$ cat src/rtl/maxpool_sequencer_if.sv
// Handshake and config bundle between the main controller, the maxpool FIFO array
// and the row-pair maxpool sequencer.
interface maxpool_sequencer_if;
  logic       start;
  logic       pe_valid;
  logic       maxpool_mode;
  logic [1:0] maxpool_stride;
  logic [8:0] ofm_size_conv;
  logic [6:0] num_tile;
  logic       maxpool_rd_clr;
  logic       maxpool_wr_clr;
  logic       maxpool_rd_en;
  logic       maxpool_wr_en;
  logic       write_out_maxpool_en;
  logic       busy;
  logic       done;
  logic       err;

  modport master (
    output start, pe_valid, maxpool_mode, maxpool_stride, ofm_size_conv, num_tile,
    input  maxpool_rd_clr, maxpool_wr_clr, maxpool_rd_en, maxpool_wr_en,
           write_out_maxpool_en, busy, done, err
  );

  modport slave (
    input  start, pe_valid, maxpool_mode, maxpool_stride, ofm_size_conv, num_tile,
    output maxpool_rd_clr, maxpool_wr_clr, maxpool_rd_en, maxpool_wr_en,
           write_out_maxpool_en, busy, done, err
  );
endinterface

$ cat src/rtl/maxpool_sequencer.sv
// Vertical (row-pair) stage sequencer of the 2x2 maxpool datapath.
// Optional occupancy/protocol checking is compiled in with MAXPOOL_SEQ_CHECK_EN.
module maxpool_sequencer #(
  parameter int SYSTOLIC_SIZE = 16
) (
  input  logic                 clk,
  input  logic                 rst_n,
  maxpool_sequencer_if.slave   bus
);

  localparam logic [1:0] IDLE  = 2'd0;
  localparam logic [1:0] CLEAR = 2'd1;
  localparam logic [1:0] RUN   = 2'd2;
  localparam logic [1:0] DONE  = 2'd3;

  logic [1:0] state_r;
  logic [1:0] state_nxt_s;
  logic       stride1_r;
  logic [8:0] n_r;
  logic [6:0] ntile_r;
  logic [8:0] row_r;
  logic [6:0] tile_r;
  logic       busy_r;
  logic       done_r;
  logic       clr_r;

  logic       start_acc_s;
  logic       beat_s;
  logic       last_row_s;
  logic       last_tile_s;
  logic       rd_en_s;
  logic       wr_en_s;

  assign start_acc_s = bus.start && (state_r == IDLE);
  assign beat_s      = bus.pe_valid && (state_r == RUN);
  assign last_row_s  = (row_r == (n_r - 9'd1));
  assign last_tile_s = (({1'b0, tile_r} + 8'd1) >= {1'b0, ntile_r});

  // Per-beat FIFO enable decode from the registered stride and row index.
  always_comb begin
    rd_en_s = 1'b0;
    wr_en_s = 1'b0;
    if (!beat_s || (n_r == 9'd1)) begin
      rd_en_s = 1'b0;
      wr_en_s = 1'b0;
    end else if (stride1_r) begin
      rd_en_s = (row_r != 9'd0);
      wr_en_s = !last_row_s;
    end else begin
      rd_en_s = row_r[0];
      wr_en_s = !row_r[0] && !last_row_s;
    end
  end

  // Next-state logic.
  always_comb begin
    state_nxt_s = state_r;
    case (state_r)
      IDLE: begin
        if (start_acc_s) begin
          state_nxt_s = bus.maxpool_mode ? CLEAR : DONE;
        end else begin
          state_nxt_s = IDLE;
        end
      end
      CLEAR: state_nxt_s = RUN;
      RUN: begin
        if (beat_s && last_row_s) begin
          state_nxt_s = last_tile_s ? DONE : CLEAR;
        end else begin
          state_nxt_s = RUN;
        end
      end
      DONE:    state_nxt_s = IDLE;
      default: state_nxt_s = IDLE;
    endcase
  end

  // State and registered status outputs, all derived from the next state.
  always_ff @(posedge clk or negedge rst_n) begin
    if (!rst_n) begin
      state_r <= IDLE;
      busy_r  <= 1'b0;
      done_r  <= 1'b0;
      clr_r   <= 1'b0;
    end else begin
      state_r <= state_nxt_s;
      busy_r  <= (state_nxt_s != IDLE);
      done_r  <= (state_nxt_s == DONE);
      clr_r   <= (state_nxt_s == CLEAR);
    end
  end

  // Layer configuration captured at an accepted start; zero sizes behave as one.
  always_ff @(posedge clk or negedge rst_n) begin
    if (!rst_n) begin
      stride1_r <= 1'b0;
      n_r       <= 9'd1;
      ntile_r   <= 7'd1;
    end else if (start_acc_s) begin
      stride1_r <= (bus.maxpool_stride == 2'd1);
      n_r       <= (bus.ofm_size_conv == 9'd0) ? 9'd1 : bus.ofm_size_conv;
      ntile_r   <= (bus.num_tile == 7'd0) ? 7'd1 : bus.num_tile;
    end else begin
      stride1_r <= stride1_r;
      n_r       <= n_r;
      ntile_r   <= ntile_r;
    end
  end

  // Row and tile counters.
  always_ff @(posedge clk or negedge rst_n) begin
    if (!rst_n) begin
      row_r  <= 9'd0;
      tile_r <= 7'd0;
    end else if (start_acc_s) begin
      row_r  <= 9'd0;
      tile_r <= 7'd0;
    end else if (state_r == CLEAR) begin
      row_r  <= 9'd0;
      tile_r <= tile_r;
    end else if (beat_s) begin
      if (last_row_s) begin
        row_r  <= 9'd0;
        tile_r <= tile_r + 7'd1;
      end else begin
        row_r  <= row_r + 9'd1;
        tile_r <= tile_r;
      end
    end else begin
      row_r  <= row_r;
      tile_r <= tile_r;
    end
  end

  assign bus.maxpool_rd_en        = rd_en_s;
  assign bus.maxpool_wr_en        = wr_en_s;
  assign bus.write_out_maxpool_en = rd_en_s;
  assign bus.maxpool_rd_clr       = clr_r;
  assign bus.maxpool_wr_clr       = clr_r;
  assign bus.busy                 = busy_r;
  assign bus.done                 = done_r;

`ifdef MAXPOOL_SEQ_CHECK_EN
  localparam int OCC_W = $clog2(SYSTOLIC_SIZE + 1);

  logic [OCC_W-1:0] occ_r;
  logic             full_s;
  logic             empty_s;
  logic             err_set_s;
  logic             err_r;

  assign full_s    = (occ_r == OCC_W'(SYSTOLIC_SIZE));
  assign empty_s   = (occ_r == {OCC_W{1'b0}});
  // A simultaneous pop frees the slot first, so push+pop while full is legal.
  assign err_set_s = (bus.pe_valid && (state_r != RUN))
                   || (wr_en_s && !rd_en_s && full_s)
                   || (rd_en_s && empty_s);

  // FIFO occupancy tracking, saturating at both ends.
  always_ff @(posedge clk or negedge rst_n) begin
    if (!rst_n) begin
      occ_r <= {OCC_W{1'b0}};
    end else if (state_r == CLEAR) begin
      occ_r <= {OCC_W{1'b0}};
    end else if (wr_en_s && !rd_en_s && !full_s) begin
      occ_r <= occ_r + {{(OCC_W-1){1'b0}}, 1'b1};
    end else if (rd_en_s && !wr_en_s && !empty_s) begin
      occ_r <= occ_r - {{(OCC_W-1){1'b0}}, 1'b1};
    end else begin
      occ_r <= occ_r;
    end
  end

  // Sticky protocol error, cleared by an accepted start.
  always_ff @(posedge clk or negedge rst_n) begin
    if (!rst_n) begin
      err_r <= 1'b0;
    end else if (start_acc_s) begin
      err_r <= 1'b0;
    end else if (err_set_s) begin
      err_r <= 1'b1;
    end else begin
      err_r <= err_r;
    end
  end

  assign bus.err = err_r;
`else
  assign bus.err = 1'b0;
`endif

endmodule
$ cat src/flat_wrapper.sv
// flat-port wrapper written by rule: the top's interface ports become plain ports
module maxpool_sequencer_flat 
#(
  parameter int SYSTOLIC_SIZE = 16
)
  (clk, rst_n, bus_start, bus_pe_valid, bus_maxpool_mode, bus_maxpool_stride, bus_ofm_size_conv, bus_num_tile, bus_maxpool_rd_clr, bus_maxpool_wr_clr, bus_maxpool_rd_en, bus_maxpool_wr_en, bus_write_out_maxpool_en, bus_busy, bus_done, bus_err);
  maxpool_sequencer_if bus_i ();
  input  logic clk;
  input  logic rst_n;
  input wire logic [$bits(bus_i.start)-1:0] bus_start;
  input wire logic [$bits(bus_i.pe_valid)-1:0] bus_pe_valid;
  input wire logic [$bits(bus_i.maxpool_mode)-1:0] bus_maxpool_mode;
  input wire logic [$bits(bus_i.maxpool_stride)-1:0] bus_maxpool_stride;
  input wire logic [$bits(bus_i.ofm_size_conv)-1:0] bus_ofm_size_conv;
  input wire logic [$bits(bus_i.num_tile)-1:0] bus_num_tile;
  output wire logic [$bits(bus_i.maxpool_rd_clr)-1:0] bus_maxpool_rd_clr;
  output wire logic [$bits(bus_i.maxpool_wr_clr)-1:0] bus_maxpool_wr_clr;
  output wire logic [$bits(bus_i.maxpool_rd_en)-1:0] bus_maxpool_rd_en;
  output wire logic [$bits(bus_i.maxpool_wr_en)-1:0] bus_maxpool_wr_en;
  output wire logic [$bits(bus_i.write_out_maxpool_en)-1:0] bus_write_out_maxpool_en;
  output wire logic [$bits(bus_i.busy)-1:0] bus_busy;
  output wire logic [$bits(bus_i.done)-1:0] bus_done;
  output wire logic [$bits(bus_i.err)-1:0] bus_err;
  assign bus_i.start = bus_start;
  assign bus_i.pe_valid = bus_pe_valid;
  assign bus_i.maxpool_mode = bus_maxpool_mode;
  assign bus_i.maxpool_stride = bus_maxpool_stride;
  assign bus_i.ofm_size_conv = bus_ofm_size_conv;
  assign bus_i.num_tile = bus_num_tile;
  assign bus_maxpool_rd_clr = bus_i.maxpool_rd_clr;
  assign bus_maxpool_wr_clr = bus_i.maxpool_wr_clr;
  assign bus_maxpool_rd_en = bus_i.maxpool_rd_en;
  assign bus_maxpool_wr_en = bus_i.maxpool_wr_en;
  assign bus_write_out_maxpool_en = bus_i.write_out_maxpool_en;
  assign bus_busy = bus_i.busy;
  assign bus_done = bus_i.done;
  assign bus_err = bus_i.err;
  maxpool_sequencer #(.SYSTOLIC_SIZE(SYSTOLIC_SIZE)) u_core (.clk(clk), .rst_n(rst_n), .bus(bus_i));
endmodule
$ cat config.mk
export PLATFORM = sky130hd
export DESIGN_NAME = maxpool_sequencer_flat
export DESIGN_NICKNAME = d
export VERILOG_FILES = /design/src/rtl/maxpool_sequencer_if.sv /design/src/rtl/maxpool_sequencer.sv /design/src/flat_wrapper.sv
export SDC_FILE = /design/constraint.sdc
export NUM_CORES = 1
export LEC_CHECK = 0
export ABC_CLOCK_PERIOD_IN_PS = 7500
export BUFFER_PORTS_ARGS = -buffer_cell sky130_fd_sc_hd__buf_2
export CELL_PAD_IN_SITES_DETAIL_PLACEMENT = 1
export CELL_PAD_IN_SITES_GLOBAL_PLACEMENT = 1
export CORE_ASPECT_RATIO = 0.8
export CORE_MARGIN = 2
export CORE_UTILIZATION = 49
export CTS_BUF_LIST = sky130_fd_sc_hd__clkbuf_8
export DETAILED_ROUTE_END_ITERATION = 6
export GPL_TIMING_DRIVEN = 0
export PLACE_DENSITY_LB_ADDON = 0.1
export SYNTH_ARGS = -nofsm -noshare
export SYNTH_HDL_FRONTEND = slang
export SYNTH_SLANG_ARGS = --single-unit
$ cat constraint.sdc
create_clock -name clk -period 7.5 [get_ports clk]
set_input_delay 1.125 -clock clk [delete_from_list [all_inputs] [get_ports clk]]
set_output_delay 1.125 -clock clk [all_outputs]
set_load 0.02 [all_outputs]
==> impl_results.md <==
* Critical path class: flop to output port
* Lkg Pwr at roughly 0.0013 uW
* Rows at 23
* F_max at between 200 and 300 MHz
* Worst Hold Class: flop to flop
* Minimum clock period at between 3000 and 4000 ps
* Final Core Density at 0.566
* Die X at about 83 um
* Post-DP HPWL at about 4600 um
* Final WS setup at roughly 3500 ps
* TritonRoute pass-1 iters at 4
* Critical Path AT at roughly 2800 ps
* Dpl ws at 3740 ps
* Skew-Pair Late Insertion Delay at around 300 ps
* Critical Path RT at around 6400 ps
* Layout cells sized above 1 at 0.229
* Fraction of synthesis flops using an asynchronous set or reset pin at 1.00
* Multi-input gate area in the final layout at between 1000 and 1500 sq um
* Top FF cell, synth: dfrtp_1
* Die Y-Extent at around 68 um
* Seq cells post-synth at 38
* IO Count at 31
* Number of vias per cell at approximately 5.6
* GRT Residual Overflow at 0
* Core ar. at a little under 5000 sq um
* Hold Buf Count CTS at 0
* Largest net degree at the start of global routing at 39
* Global Route Usage Sum at 0.237
* Syn Inst Count at ~270
* Slew HR at 0.403
* Routed wire length at about 6100 um
* Max Slew Vio Count at 0
* Initial Util at 0.500
* Syn_area_per_cell at 9.06 sq um
* Wire length of the first global-routing pass at 10300 um
* TritonCTS clock tree: built
* Initial antenna violation count at 0
* Area growth, synth to finish at 13.3%
* Crit path max fanout at 10
* M1 wire length at between 3000 and 4000 um
* Longest Clk Path Bufs at 2
* Drt drc at 0
* Vias at between 2000 and 2500
* CTS sink cnt at 38
* EDFF count, synth at 0
* Placer Congestion at 0.780
* Number of port buffers at 29
* Post-CTS setup buffers at 0
* Layout Nets at 344
* Cell Area, Placed at around 2700 sq um
* Vias in the first global route at 2126
* Setup Skew at approximately 7.3 ps
* Fill cells at a little over 600
* Peak VDD IR at 0.175 mV
* Post-synthesis sequential area ratio at 0.385
* H-tree depth at 2
* Clock-pin slew on the worst setup and hold paths at ~80 ps
* Syn nets at between 300 and 400
* Cell area after layout at 2800 sq um
* Max_cap viols at 0
* Hold Vio Cnt, Final at 0
* Sum Neg Setup Slack at 0 ps
* Antenna-violating nets left at 0
* Pwr Density at about 310 nW/um^2
* CTS Buf Count at 5
* Die ar. at approximately 5600 sq um
* Final count of negative-setup-slack endpoints at 0
* RSZ-0062 raised after global routing: no
* Setup crit end kind: output port
* Fin crit share at 0.527
* Startpoint type of the worst setup path: flop
* DR WL met3 at 278 um
* Synth unique cells at between 50 and 60
* N_diodes at 0
* Reg area at ~950 sq um
* Worst-Margin Slew at 893 ps
* Syn. warnings at 0
* Gates resized, CTS repair at 0
* DR iter-0 viols at 79
* Max layer used: met4
* Post-Syn Area at approximately 2500 sq um
* Routed length per instance at between 15 and 20 um
* Outcome: finished, final reports clean
* Reg2Reg Setup Slack at 4670 ps
* Root buffer cell: clkbuf_8
* Met2 WL at between 2000 and 3000 um
[per-stage QoR]
step / std cells / hold WS (ps) / total power, uW
3_5_place_dp: 364 / 478 / 712
2_1_floorplan: 273 / 460 / 601
4_1_cts: 372 / 490 / 888
3_3_place_gp: 364 / 475 / 692
5_1_grt: 372 / 541 / 951
6_report: 372 / 487 / 880
[layout by cell type (no fill, tap or decap), types with 5 or more instances in the layout]
cell type,instances
nand2_1,49
dfrtp_1,36
buf_2,31
inv_1,17
nor2_1,16
o21ai_0,14
ha_1,12
clkbuf_1,8
nand3_1,7
xnor2_1,7
and2_1,7
mux2_2,7
xor2_1,6
nand2b_1,6
or2_2,5
nor3_1,5
clkbuf_8,5
[sequential cells by signal, indices dropped and copies added, names as in the netlist]
| signal | count |
|---|---|
| u_core.stride1_r | 1 |
| u_core.bus.done | 1 |
| u_core.row_r | 9 |
| u_core.bus.maxpool_rd_clr | 1 |
| u_core.n_r | 9 |
| u_core.tile_r | 7 |
| u_core.bus.busy | 1 |
| u_core.state_r | 2 |
| u_core.ntile_r | 7 |
[cell type report]
type,instances,share of cell area
repair buffers,29,0.0518
well taps,62,0.0277
plain buffers,16,0.0344
clock inverters,3,0.0134
inverters,15,0.0201
flip-flops and latches,38,0.340
clock buffers,5,0.0246
multi-input cells,204,0.488
[metal layers]
layer | up-vias | GRT usage
met1 | 1005 | 0.321
met4 | 0 | 0.0847
met3 | 4 | 0.0440
met5 | - | 0
met2 | 40 | 0.388
li1 | 1018 | -
[cells in the mapped netlist (all sizes together), types with 2 or more instances]
| library cell | n | area share |
|---|---|---|
| nand2 | 49 | 0.074 |
| dfrtp | 36 | 0.36 |
| o21ai | 19 | 0.040 |
| nor2 | 16 | 0.024 |
| inv | 15 | 0.023 |
| ha | 12 | 0.061 |
| mux2 | 10 | 0.050 |
| buf | 8 | 0.027 |
| clkbuf | 8 | 0.012 |
| and2 | 7 | 0.018 |
| nand3 | 7 | 0.014 |
| nor3 | 7 | 0.021 |
| xnor2 | 7 | 0.025 |
| nand2b | 6 | 0.015 |
| nor4 | 6 | 0.020 |
| xor2 | 6 | 0.021 |
| or2 | 5 | 0.013 |
| a211oi | 4 | 0.014 |
| a21oi | 4 | 0.0081 |
| o221ai | 4 | 0.014 |
| mux2i | 3 | 0.012 |
| nor2b | 3 | 0.0076 |
| o211ai | 3 | 0.013 |
| a21o | 2 | 0.0061 |
| a31oi | 2 | 0.0051 |
| dfstp | 2 | 0.021 |
| nand3b | 2 | 0.0061 |
| nor3b | 2 | 0.0061 |
| nor4b | 2 | 0.0071 |
| or4 | 2 | 0.0076 |
[critical path: stages, from the launching register on]
cell	delay [ps]
dfstp_2	600
inv_1	80
ha_1	290
xor2_1	180
nor2_1	120
a211oi_1	70
or4_4	560
clkbuf_1	260
nor2_1	150
nor3_1	60
buf_2	150
[cells by family (layout without fill, tap and decap cells)]
kind of cell    Yosys count  in the layout  share of synthesized area
compound gates           48             48                      0.140
xor+xnor                 13             13                     0.0460
fa+ha+maj                12             12                     0.0607
buf+inv                  31             68                     0.0617
flops                    38             38                      0.385
mux                      13             13                     0.0622
other cells               1              1                    0.00152
simple gates            117            117                      0.242
[path summary, 6_finish.rpt]
check / start / endpoint / cells past startpoint
max reg2reg: u_core.n_r[0] / u_core.tile_r[3] / 8
min reg2reg: u_core.ntile_r[0] / u_core.ntile_r[0] / 2
max: u_core.n_r[0] / bus_maxpool_wr_en / 10
min: u_core.ntile_r[0] / u_core.ntile_r[0] / 2
min in group asynchronous: rst_n / u_core.state_r[1] / 1
max in group asynchronous: rst_n / u_core.row_r[8] / 1
[report_power, final]
group          internal, uW  switching (uW)  total (uW)  leakage (uW)
Sequential              269            58.3         327      0.000484
Clock                  96.8            74.9         172     0.0000607
Combinational           159             223         381      0.000749
Total                   524             356         880       0.00129
Note: power is estimated with default switching activity, not from simulation.
